==> config.mk <==
export PLATFORM = sky130hd
export DESIGN_NAME = sys_cmd_decoder
export DESIGN_NICKNAME = d
export VERILOG_FILES = /design/src/rtl/sys_cmd_decoder_pkg.sv /design/src/rtl/sys_cmd_decoder.sv
export SDC_FILE = /design/constraint.sdc
export NUM_CORES = 1
export LEC_CHECK = 0
export BUFFER_PORTS_ARGS = -buffer_cell sky130_fd_sc_hd__buf_2
export CORE_MARGIN = 1
export CORE_UTILIZATION = 46
export CTS_CLUSTER_SIZE = 14
export DETAILED_ROUTE_END_ITERATION = 6
export PLACE_DENSITY = 0.86
export SYNTH_ARGS = -nofsm -noshare
export SYNTH_HDL_FRONTEND = slang
export SYNTH_SLANG_ARGS = --single-unit
==> constraint.sdc <==
create_clock -name clk -period 1.9 [get_ports clk]
set_input_delay 0 -clock clk [delete_from_list [all_inputs] [get_ports clk]]
set_output_delay 0 -clock clk [all_outputs]
set_load 0.01 [all_outputs]
==> src/rtl/sys_cmd_decoder_pkg.sv <==
// Shared constants for the system command decoder: frame opcodes,
// FSM state codes and the register-file slots that hold ALU operands.
package sys_cmd_decoder_pkg;

  // Frame opcodes (first byte of every frame)
  localparam logic [7:0] OPC_WR     = 8'hAA;  // AA addr data
  localparam logic [7:0] OPC_RD     = 8'hBB;  // BB addr
  localparam logic [7:0] OPC_ALU    = 8'hCC;  // CC opA opB fun
  localparam logic [7:0] OPC_ALU_FN = 8'hDD;  // DD fun

  // Register-file slots used for the ALU operands
  localparam int OPA_ADDR = 0;
  localparam int OPB_ADDR = 1;

  // FSM state codes
  localparam logic [3:0] ST_IDLE     = 4'd0;
  localparam logic [3:0] ST_WR_ADDR  = 4'd1;
  localparam logic [3:0] ST_WR_DATA  = 4'd2;
  localparam logic [3:0] ST_RD_ADDR  = 4'd3;
  localparam logic [3:0] ST_RD_WAIT  = 4'd4;
  localparam logic [3:0] ST_ALU_A    = 4'd5;
  localparam logic [3:0] ST_ALU_B    = 4'd6;
  localparam logic [3:0] ST_ALU_FN   = 4'd7;
  localparam logic [3:0] ST_ALU_WAIT = 4'd8;
  localparam logic [3:0] ST_RSP      = 4'd9;

  // States in which an incoming RX byte cannot be consumed
  function automatic logic rx_blocked(input logic [3:0] st);
    return (st == ST_RD_WAIT) || (st == ST_ALU_WAIT) || (st == ST_RSP);
  endfunction

endpackage

==> src/rtl/sys_cmd_decoder.sv <==
// Command-frame decoder: turns synchronized RX bytes into register-file
// writes/reads and ALU operations, and returns read/ALU results as
// response words held until the TX packer accepts them.
module sys_cmd_decoder
  import sys_cmd_decoder_pkg::*;
#(
  parameter int DATA_WIDTH     = 8,
  parameter int ADDR_WIDTH     = 4,
  parameter int NUM_REGS       = 8,
  parameter int FUN_WIDTH      = 4,
  parameter int TIMEOUT_CYCLES = 255
) (
  input  logic                    clk,
  input  logic                    rst,
  input  logic [DATA_WIDTH-1:0]   RX_P_DATA,
  input  logic                    RX_D_VLD,
  output logic                    WrEn,
  output logic                    RdEn,
  output logic [ADDR_WIDTH-1:0]   address,
  output logic [DATA_WIDTH-1:0]   WrData,
  input  logic [DATA_WIDTH-1:0]   RdData,
  input  logic                    RdData_Valid,
  output logic [FUN_WIDTH-1:0]    ALU_FUN,
  output logic                    ALU_EN,
  output logic                    CLK_EN,
  input  logic [2*DATA_WIDTH-1:0] ALU_OUT,
  input  logic                    OUT_Valid,
  output logic [2*DATA_WIDTH-1:0] RSP_DATA,
  output logic                    RSP_LEN,
  output logic                    RSP_VLD,
  input  logic                    RSP_RDY,
  output logic                    clk_div_en,
  output logic                    cmd_error,
  output logic                    overrun
);

  localparam int CNT_WIDTH = $clog2(TIMEOUT_CYCLES + 1);
  // Count value seen during the last permitted wait cycle
  localparam logic [CNT_WIDTH-1:0]  CNT_LAST  = CNT_WIDTH'(TIMEOUT_CYCLES - 1);
  localparam logic [DATA_WIDTH-1:0] REG_LIMIT = DATA_WIDTH'(NUM_REGS);

  logic [3:0]           state_r;
  logic [CNT_WIDTH-1:0] wait_cnt_r;
  logic                 addr_ok_s;

  assign addr_ok_s = (RX_P_DATA < REG_LIMIT);

  // Frame FSM with registered strobes, held fields and wait timeout
  always_ff @(posedge clk) begin
    if (!rst) begin
      state_r    <= ST_IDLE;
      wait_cnt_r <= '0;
      WrEn       <= 1'b0;
      RdEn       <= 1'b0;
      address    <= '0;
      WrData     <= '0;
      ALU_FUN    <= '0;
      ALU_EN     <= 1'b0;
      CLK_EN     <= 1'b0;
      RSP_DATA   <= '0;
      RSP_LEN    <= 1'b0;
      RSP_VLD    <= 1'b0;
      clk_div_en <= 1'b0;
      cmd_error  <= 1'b0;
      overrun    <= 1'b0;
    end else begin
      clk_div_en <= 1'b1;
      WrEn       <= 1'b0;
      RdEn       <= 1'b0;
      cmd_error  <= 1'b0;
      overrun    <= RX_D_VLD & rx_blocked(state_r);
      case (state_r)
        ST_IDLE: begin
          if (RX_D_VLD) begin
            case (RX_P_DATA)
              OPC_WR:     state_r <= ST_WR_ADDR;
              OPC_RD:     state_r <= ST_RD_ADDR;
              OPC_ALU:    state_r <= ST_ALU_A;
              OPC_ALU_FN: state_r <= ST_ALU_FN;
              default:    cmd_error <= 1'b1;
            endcase
          end
        end
        ST_WR_ADDR, ST_RD_ADDR: begin
          if (RX_D_VLD) begin
            if (!addr_ok_s) begin
              cmd_error <= 1'b1;
              state_r   <= ST_IDLE;
            end else begin
              address <= RX_P_DATA[ADDR_WIDTH-1:0];
              if (state_r == ST_RD_ADDR) begin
                RdEn       <= 1'b1;
                wait_cnt_r <= '0;
                state_r    <= ST_RD_WAIT;
              end else begin
                state_r <= ST_WR_DATA;
              end
            end
          end
        end
        ST_WR_DATA: begin
          if (RX_D_VLD) begin
            WrEn    <= 1'b1;
            WrData  <= RX_P_DATA;
            state_r <= ST_IDLE;
          end
        end
        ST_ALU_A, ST_ALU_B: begin
          if (RX_D_VLD) begin
            WrEn   <= 1'b1;
            WrData <= RX_P_DATA;
            if (state_r == ST_ALU_A) begin
              address <= ADDR_WIDTH'(OPA_ADDR);
              state_r <= ST_ALU_B;
            end else begin
              address <= ADDR_WIDTH'(OPB_ADDR);
              state_r <= ST_ALU_FN;
            end
          end
        end
        ST_ALU_FN: begin
          if (RX_D_VLD) begin
            ALU_FUN    <= RX_P_DATA[FUN_WIDTH-1:0];
            ALU_EN     <= 1'b1;
            CLK_EN     <= 1'b1;
            wait_cnt_r <= '0;
            state_r    <= ST_ALU_WAIT;
          end
        end
        ST_RD_WAIT: begin
          // A strobe on the final count still wins over the timeout
          if (RdData_Valid) begin
            RSP_DATA <= {{DATA_WIDTH{1'b0}}, RdData};
            RSP_LEN  <= 1'b0;
            RSP_VLD  <= 1'b1;
            state_r  <= ST_RSP;
          end else if (wait_cnt_r == CNT_LAST) begin
            cmd_error <= 1'b1;
            state_r   <= ST_IDLE;
          end else begin
            wait_cnt_r <= wait_cnt_r + 1'b1;
          end
        end
        ST_ALU_WAIT: begin
          if (OUT_Valid) begin
            RSP_DATA <= ALU_OUT;
            RSP_LEN  <= 1'b1;
            RSP_VLD  <= 1'b1;
            ALU_EN   <= 1'b0;
            CLK_EN   <= 1'b0;
            state_r  <= ST_RSP;
          end else if (wait_cnt_r == CNT_LAST) begin
            cmd_error <= 1'b1;
            ALU_EN    <= 1'b0;
            CLK_EN    <= 1'b0;
            state_r   <= ST_IDLE;
          end else begin
            wait_cnt_r <= wait_cnt_r + 1'b1;
          end
        end
        ST_RSP: begin
          if (RSP_RDY) begin
            RSP_VLD <= 1'b0;
            state_r <= ST_IDLE;
          end
        end
        default: state_r <= ST_IDLE;
      endcase
    end
  end

endmodule

Word-level counts from Yosys, hierarchy flattened
Index checks and enable logic that the tools add are counted.
{"block": "word_totals", "out_inout_bits": 41, "in_bits": 38, "register_bits": 52}
{"block": "op_classes", "n_bitwise": 1, "n_eq_ne": 28, "n_addsub": 1, "reduce_logical": 22, "order_cmp": 1, "mux": 51}
{"cell": "8-bit two-way mux", "n": 7}
{"cell": "4-bit two-way mux", "n": 12}
{"cell": "8-bit == test (second input constant)", "n": 5}
{"cell": "16-bit two-way mux", "n": 2}
{"cell": "16-bit one-hot mux with 2 select lines", "n": 1}
{"cell": "4-bit one-hot mux with 8 select lines", "n": 1}
{"cell": "8-bit one-hot mux with 4 select lines", "n": 1}
{"cell": "2-bit != test (second input constant)", "n": 12}
{"cell": "1-bit two-way mux", "n": 19}
{"cell": "4-bit by 3-bit == test with 1-bit output (second input constant)", "n": 4}
{"cell": "4-bit one-hot mux with 4 select lines", "n": 1}
{"cell": "7-bit AND reduction", "n": 2}
{"cell": "4-bit AND reduction", "n": 3}
{"cell": "8-bit by 1-bit adder with 8-bit output (second input constant)", "n": 1}
{"cell": "4-bit by 2-bit == test with 1-bit output (second input constant)", "n": 2}
{"cell": "4-bit == test (second input constant)", "n": 2}
{"cell": "8-bit by 4-bit < comparator with 1-bit output (second input constant)", "n": 1}
{"cell": "4-bit one-hot mux with 2 select lines", "n": 1}
{"cell": "3-bit two-way mux", "n": 2}
{"cell": "2-bit AND reduction", "n": 3}
{"cell": "3-bit AND reduction", "n": 2}
{"cell": "2-bit nonzero test", "n": 3}
{"cell": "5-bit by 1-bit != test with 1-bit output (second input constant)", "n": 1}
{"cell": "4-bit by 1-bit == test with 1-bit output (second input constant)", "n": 1}
{"cell": "12 further kinds", "n": 15}

Depth between registers and ports, before layout
{"block": "depth", "depth_word": 5, "depth_mapped": 8, "ltp_nobuf": 7}

Worst setup path after synthesis
No wires, ideal clock.
{"block": "synth_path", "path_kind": "register to register", "from": "register wait_cnt_r[0]", "to": "register wait_cnt_r[5]", "setup_slack_ps": 136, "path_buffers": 0, "stages_incl_launch_ff": 8, "arrival_time_ps": 1694, "setup_ps": 70, "cell_sequence": "dfxtp_1 -> inv_1 -> ha_1 -> nand4_1 -> nor2_1 -> nor4_4 -> or3b_1 -> a21boi_1"}
{"block": "synth_between", "elab_chain_cells": 4, "word_cells_on_any_way": 6}
{"item": "from (decl)", "line_no": "sys_cmd_decoder.sv:43", "source": "logic [CNT_WIDTH-1:0] wait_cnt_r;"}
{"item": "from (signal assigned)", "line_no": "sys_cmd_decoder.sv:141", "source": "wait_cnt_r <= wait_cnt_r + 1'b1;"}
{"item": "from (signal assigned)", "line_no": "sys_cmd_decoder.sv:158", "source": "wait_cnt_r <= wait_cnt_r + 1'b1;"}
{"item": "8-bit by 1-bit adder with 8-bit output / 8-bit == test (equally long branches)"}
{"item": "8-bit two-way mux (*)", "line_no": "sys_cmd_decoder.sv:137, sys_cmd_decoder.sv:152"}
{"item": "8-bit two-way mux (on tied branches)", "line_no": "sys_cmd_decoder.sv:145, sys_cmd_decoder.sv:132"}
{"item": "8-bit one-hot mux with 4 select lines (*)", "line_no": "sys_cmd_decoder.sv:72", "source": "case (state_r)"}
Every way passes the cells marked *; elsewhere a longest branch is shown, timed or not. The select of a mux whose other input is x is not followed.
A chain may end at the register's enable or synchronous reset.

Worst setup path in the final report
{"block": "layout_path", "from": "register state_r[2]", "to": "register WrData[0]"}
{"block": "layout_between", "elab_chain_cells": 3, "word_cells_on_any_way": 5}
{"item": "from (decl)", "line_no": "sys_cmd_decoder.sv:42", "source": "logic [3:0] state_r;"}
{"item": "from (signal assigned)", "line_no": "sys_cmd_decoder.sv:51", "source": "state_r <= ST_IDLE;"}
{"item": "from (signal assigned)", "line_no": "sys_cmd_decoder.sv:76", "source": "OPC_WR: state_r <= ST_WR_ADDR;"}
{"item": "from (signal assigned)", "line_no": "sys_cmd_decoder.sv:77", "source": "OPC_RD: state_r <= ST_RD_ADDR;"}
{"item": "4-bit by 3-bit == test with 1-bit output / 4-bit by 2-bit == test with 1-bit output (equally long branches)", "line_no": "sys_cmd_decoder.sv:72"}
{"item": "3-bit OR reduction (no source line) (*)"}
{"item": "2-bit AND reduction (no source line) (*)"}
{"item": "to (signal assigned)", "line_no": "sys_cmd_decoder.sv:56", "source": "WrData <= '0;"}
{"item": "to (signal assigned)", "line_no": "sys_cmd_decoder.sv:104", "source": "WrData <= RX_P_DATA;"}
{"item": "to (signal assigned)", "line_no": "sys_cmd_decoder.sv:111", "source": "WrData <= RX_P_DATA;"}
{"item": "to (decl)", "line_no": "sys_cmd_decoder.sv:20", "source": "output logic [DATA_WIDTH-1:0] WrData,"}
Every way passes the cells marked *; elsewhere a longest branch is shown, timed or not.

==> run_results.csv <==
group,metric,value,unit
worst_setup_path,cp.arrival,2.02,ns
pwr,p_total,2070,uW
worst_setup_path,startpoint_type,"flop",
place,place.gp.congestion,0.891,
worst_setup_path,critPathKind,"flop to flop",
place,dp_hpwl,4.65,mm
timing,fin_skew,0.00797,ns
timing,period_share,0.953,
worst_setup_path,end_kind,"flop",
pwr,ir_drop,0.000569,V
yosys,yosysTopAreaCellShare,0.399,
final_layout,fill_cells,457,
floorplan,die_h,77.3,um
yosys,synth.area.top_cells,"dfxtp_1, mux2i_1, nor2b_1",
floorplan,fp.coreArea,5470,um2
routing,firstDrtPassIters,5,
routing,drt_iter0_markers,218,
yosys,synth-edff-count,0,
place,placedCellCount,432,
yosys,ys_warn_count,0,
pwr,p_leak,0.00159,uW
final_layout,antenna_cells,0,
clocking,clk_latency,0.32,ns
global_route,gr-usage-met2,0.413,
timing,max_freq,0.552,GHz
place,dp_slack,0.0363,ns
timing,relSlewSlack,0.645,
worst_setup_path,path_max_fanout,10,
timing,setup_slack,0.0897,ns
routing,drc,0,
timing,setup_violations,0,
global_route,grt-busiest-layer,"met2",
final_layout,regArea,1050,um2
clocking,cts.sinks,52,
clocking,path_clk_slew,0.10,ns
routing,routedWlPerCell,15.8,um
yosys,synth_top_area_cell,"dfxtp_1",
global_route,grt_util_met1,0.277,
clocking,cts-buffers-inserted,5,
floorplan,start_util,0.477,
floorplan,ioPinCount,79,
final_layout,area_growth,30.9,%
yosys,async_flop_share,0,
hold_path,hold_path_class,"input pin to flop",
clocking,cts-root-buf,"clkbuf_8",
global_route,use_met3,0.0548,
outcome,outcome,"finished clean",
final_layout,drive_gt1_frac,0.323,
routing,ant_nets,0,
clocking,cts_tree,"yes",
clocking,ctsHtreeMaxLevel,2,
yosys,synth_ff_type,"dfxtp_1",
worst_setup_path,cp_cell_sequence,"buf_4, nor2b_1, mux2i_1, nor3b_1, buf_4, mux2i_1, nor2b_1",
global_route,antenna_found_initial,0,
pwr,powerDensity,606,nW/um2
routing,vias,2561,
global_route,grt_pass1_wl,11.4,mm
yosys,yosys_register_bits,52,
worst_setup_path,slowest_delay,0.42,ns
routing,routed_wl,7.16,mm
routing,avgViaCountPerCell,5.65,
clocking,clockBufferDepth,2,
global_route,grt_usage,0.243,
global_route,grt_max_degree,31,
worst_setup_path,slowest_stage,"dfxtp_4",
timing,period_minus_slack,1.81,ns
place,io_buffer_count,78,
global_route,overflow,0,
yosys,synthesis.area,2610,um2
yosys,yosysSeqAreaShare,0.399,
yosys,netlist-cell-type-count,56,
final_layout,fin_cells,453,
yosys,synthCells,284,
timing,rsz0062_at_grt,"yes",
timing,slew_violations,0,
yosys,postSynthAreaPerCell,9.19,um2
floorplan,rows,27,
timing,hold_violations,0,
floorplan,dieWidth,77.3,um
final_layout,multi_input_area,1490,um2
worst_setup_path,worstPathRequired,2.11,ns
timing,fin_tns_setup,0,ns
timing,worstMarginPinSlew,0.532,ns
final_layout,nets,420,
flow_run,maxCapViolCount,0,
yosys,syn-num-nets,324,
global_route,grt_pass1_vias,2479,
floorplan,die_area,5980,um2
==> cells in the mapped netlist, types with 2 or more instances <==
| cell type | n |
|---|---|
| nand2_1 | 23 |
| mux2i_1 | 23 |
| or2b_1 | 2 |
| and3_1 | 10 |
| a22oi_1 | 10 |
| a21oi_1 | 13 |
| nand3b_1 | 2 |
| buf_2 | 5 |
| nor3b_1 | 3 |
| nor2b_1 | 27 |
| or2_2 | 3 |
| buf_4 | 3 |
| nand2b_1 | 3 |
| dfxtp_1 | 52 |
| inv_1 | 3 |
| a21boi_1 | 2 |
| buf_1 | 2 |
| o211ai_1 | 2 |
| o21ai_0 | 10 |
| nor2_1 | 9 |
| and2b_1 | 2 |
| nand3_1 | 6 |
| and4bb_2 | 2 |
| nand4_1 | 3 |
| a21boi_0 | 4 |
| xnor2_1 | 2 |
| o211a_1 | 9 |
| clkbuf_1 | 10 |
| ha_1 | 2 |
| o31ai_1 | 2 |
| and2_1 | 6 |
| nand4b_1 | 4 |
| o21a_1 | 2 |
==> layout make-up <==
class | count | share of cell area
repair buffers | 109 | 0.192
inverters | 3 | 0.00330
flip-flops and latches | 52 | 0.306
clock buffers | 5 | 0.0201
multi-input cells | 209 | 0.437
clock inverters | 3 | 0.0147
well taps | 72 | 0.0264
==> kinds of logic (layout without fill, tap and decap cells) <==
| kind of cell | Yosys count | in the layout | synth area share |
|---|---|---|---|
| DFF | 52 | 52 | 0.399 |
| adders and majority gates | 2 | 2 | 0.00959 |
| and+or+nand+nor | 115 | 115 | 0.270 |
| buffers and inverters | 23 | 120 | 0.0398 |
| muxes | 23 | 23 | 0.0882 |
| AOI/OAI and AO/OA | 67 | 67 | 0.187 |
| xor gates and xnor gates | 2 | 2 | 0.00672 |
==> where the power goes <==
part           internal (uW)  switching (uW)
registers               1090            2.85
logic                   84.6            79.9
clock network            407             402
==> through the flow <==
stage	hold WS, ns	cell area, um2	utilization
4_1_cts	0.00219	3390	0.619
2_1_floorplan	0.0277	2610	-
5_1_grt	0.0326	3420	0.624
3_5_place_dp	0.271	3140	0.573
6_report	0.00466	3420	0.624
3_3_place_gp	0.260	3140	0.573
==> worst paths after layout <==
kind | from | slack, ns | to | cells past startpoint
setup / recovery | state_r[2] | 0.09 | WrData[0] | 7
hold / removal | RX_P_DATA[1] | 0.005 | ALU_FUN[1] | 3
setup reg to reg | state_r[2] | 0.09 | WrData[0] | 7
hold reg to reg | wait_cnt_r[7] | 0.49 | wait_cnt_r[7] | 1
==> timing repair <==
item	4_1_cts	5_1_grt
endpoints found under the hold margin	13	0
buffers inserted	0	0
setup endpoints to repair	0	27
gates resized for setup	0	7
hold buffers	13	0
==> cells in the final DEF, fill, tap and decap left out, drive strengths merged, types with 3 or more instances in the layout <==
| cell type | Yosys | layout |
|---|---|---|
| and2 | 6 | 6 |
| a21boi | 7 | 7 |
| o21ai | 11 | 11 |
| nand2b | 3 | 3 |
| nor3b | 3 | 3 |
| clkbuf | 10 | 5 |
| nand2 | 23 | 23 |
| or2 | 3 | 3 |
| a22oi | 10 | 10 |
| nand4 | 3 | 3 |
| o211a | 9 | 9 |
| inv | 3 | 5 |
| nand3b | 3 | 3 |
| dlygate4sd3 | 0 | 13 |
| nand3 | 6 | 6 |
| nand4b | 4 | 4 |
| buf | 10 | 96 |
| nor2 | 10 | 10 |
| a21oi | 13 | 13 |
| nor2b | 27 | 27 |
| and3 | 10 | 10 |
| mux2i | 23 | 23 |
| dfxtp | 52 | 52 |
==> worst max-delay path: cells and delay by family (launching register included) <==
kind / cells / cell delay, ns
DFF: 1 / 0.42
muxes: 2 / 0.33
buffers and inverters: 2 / 0.39
and+or+nand+nor: 3 / 0.57
==> flip-flops by register name, summed over array words and instances, names as in the netlist, 4 cells and up <==
name,count
RSP_DATA,16
WrData,8
wait_cnt_r,8
ALU_FUN,4
address,4
state_r,4
==> per-layer routing <==
| layer | wire (um) | part of all wire |
|---|---|---|
| met2 | 3460 | 0.48 |
| met1 | 2860 | 0.40 |
| met4 | 296 | 0.041 |
| met5 | 0 | 0 |
| met3 | 544 | 0.076 |
No activity file was read; power rests on OpenSTA's default activity.
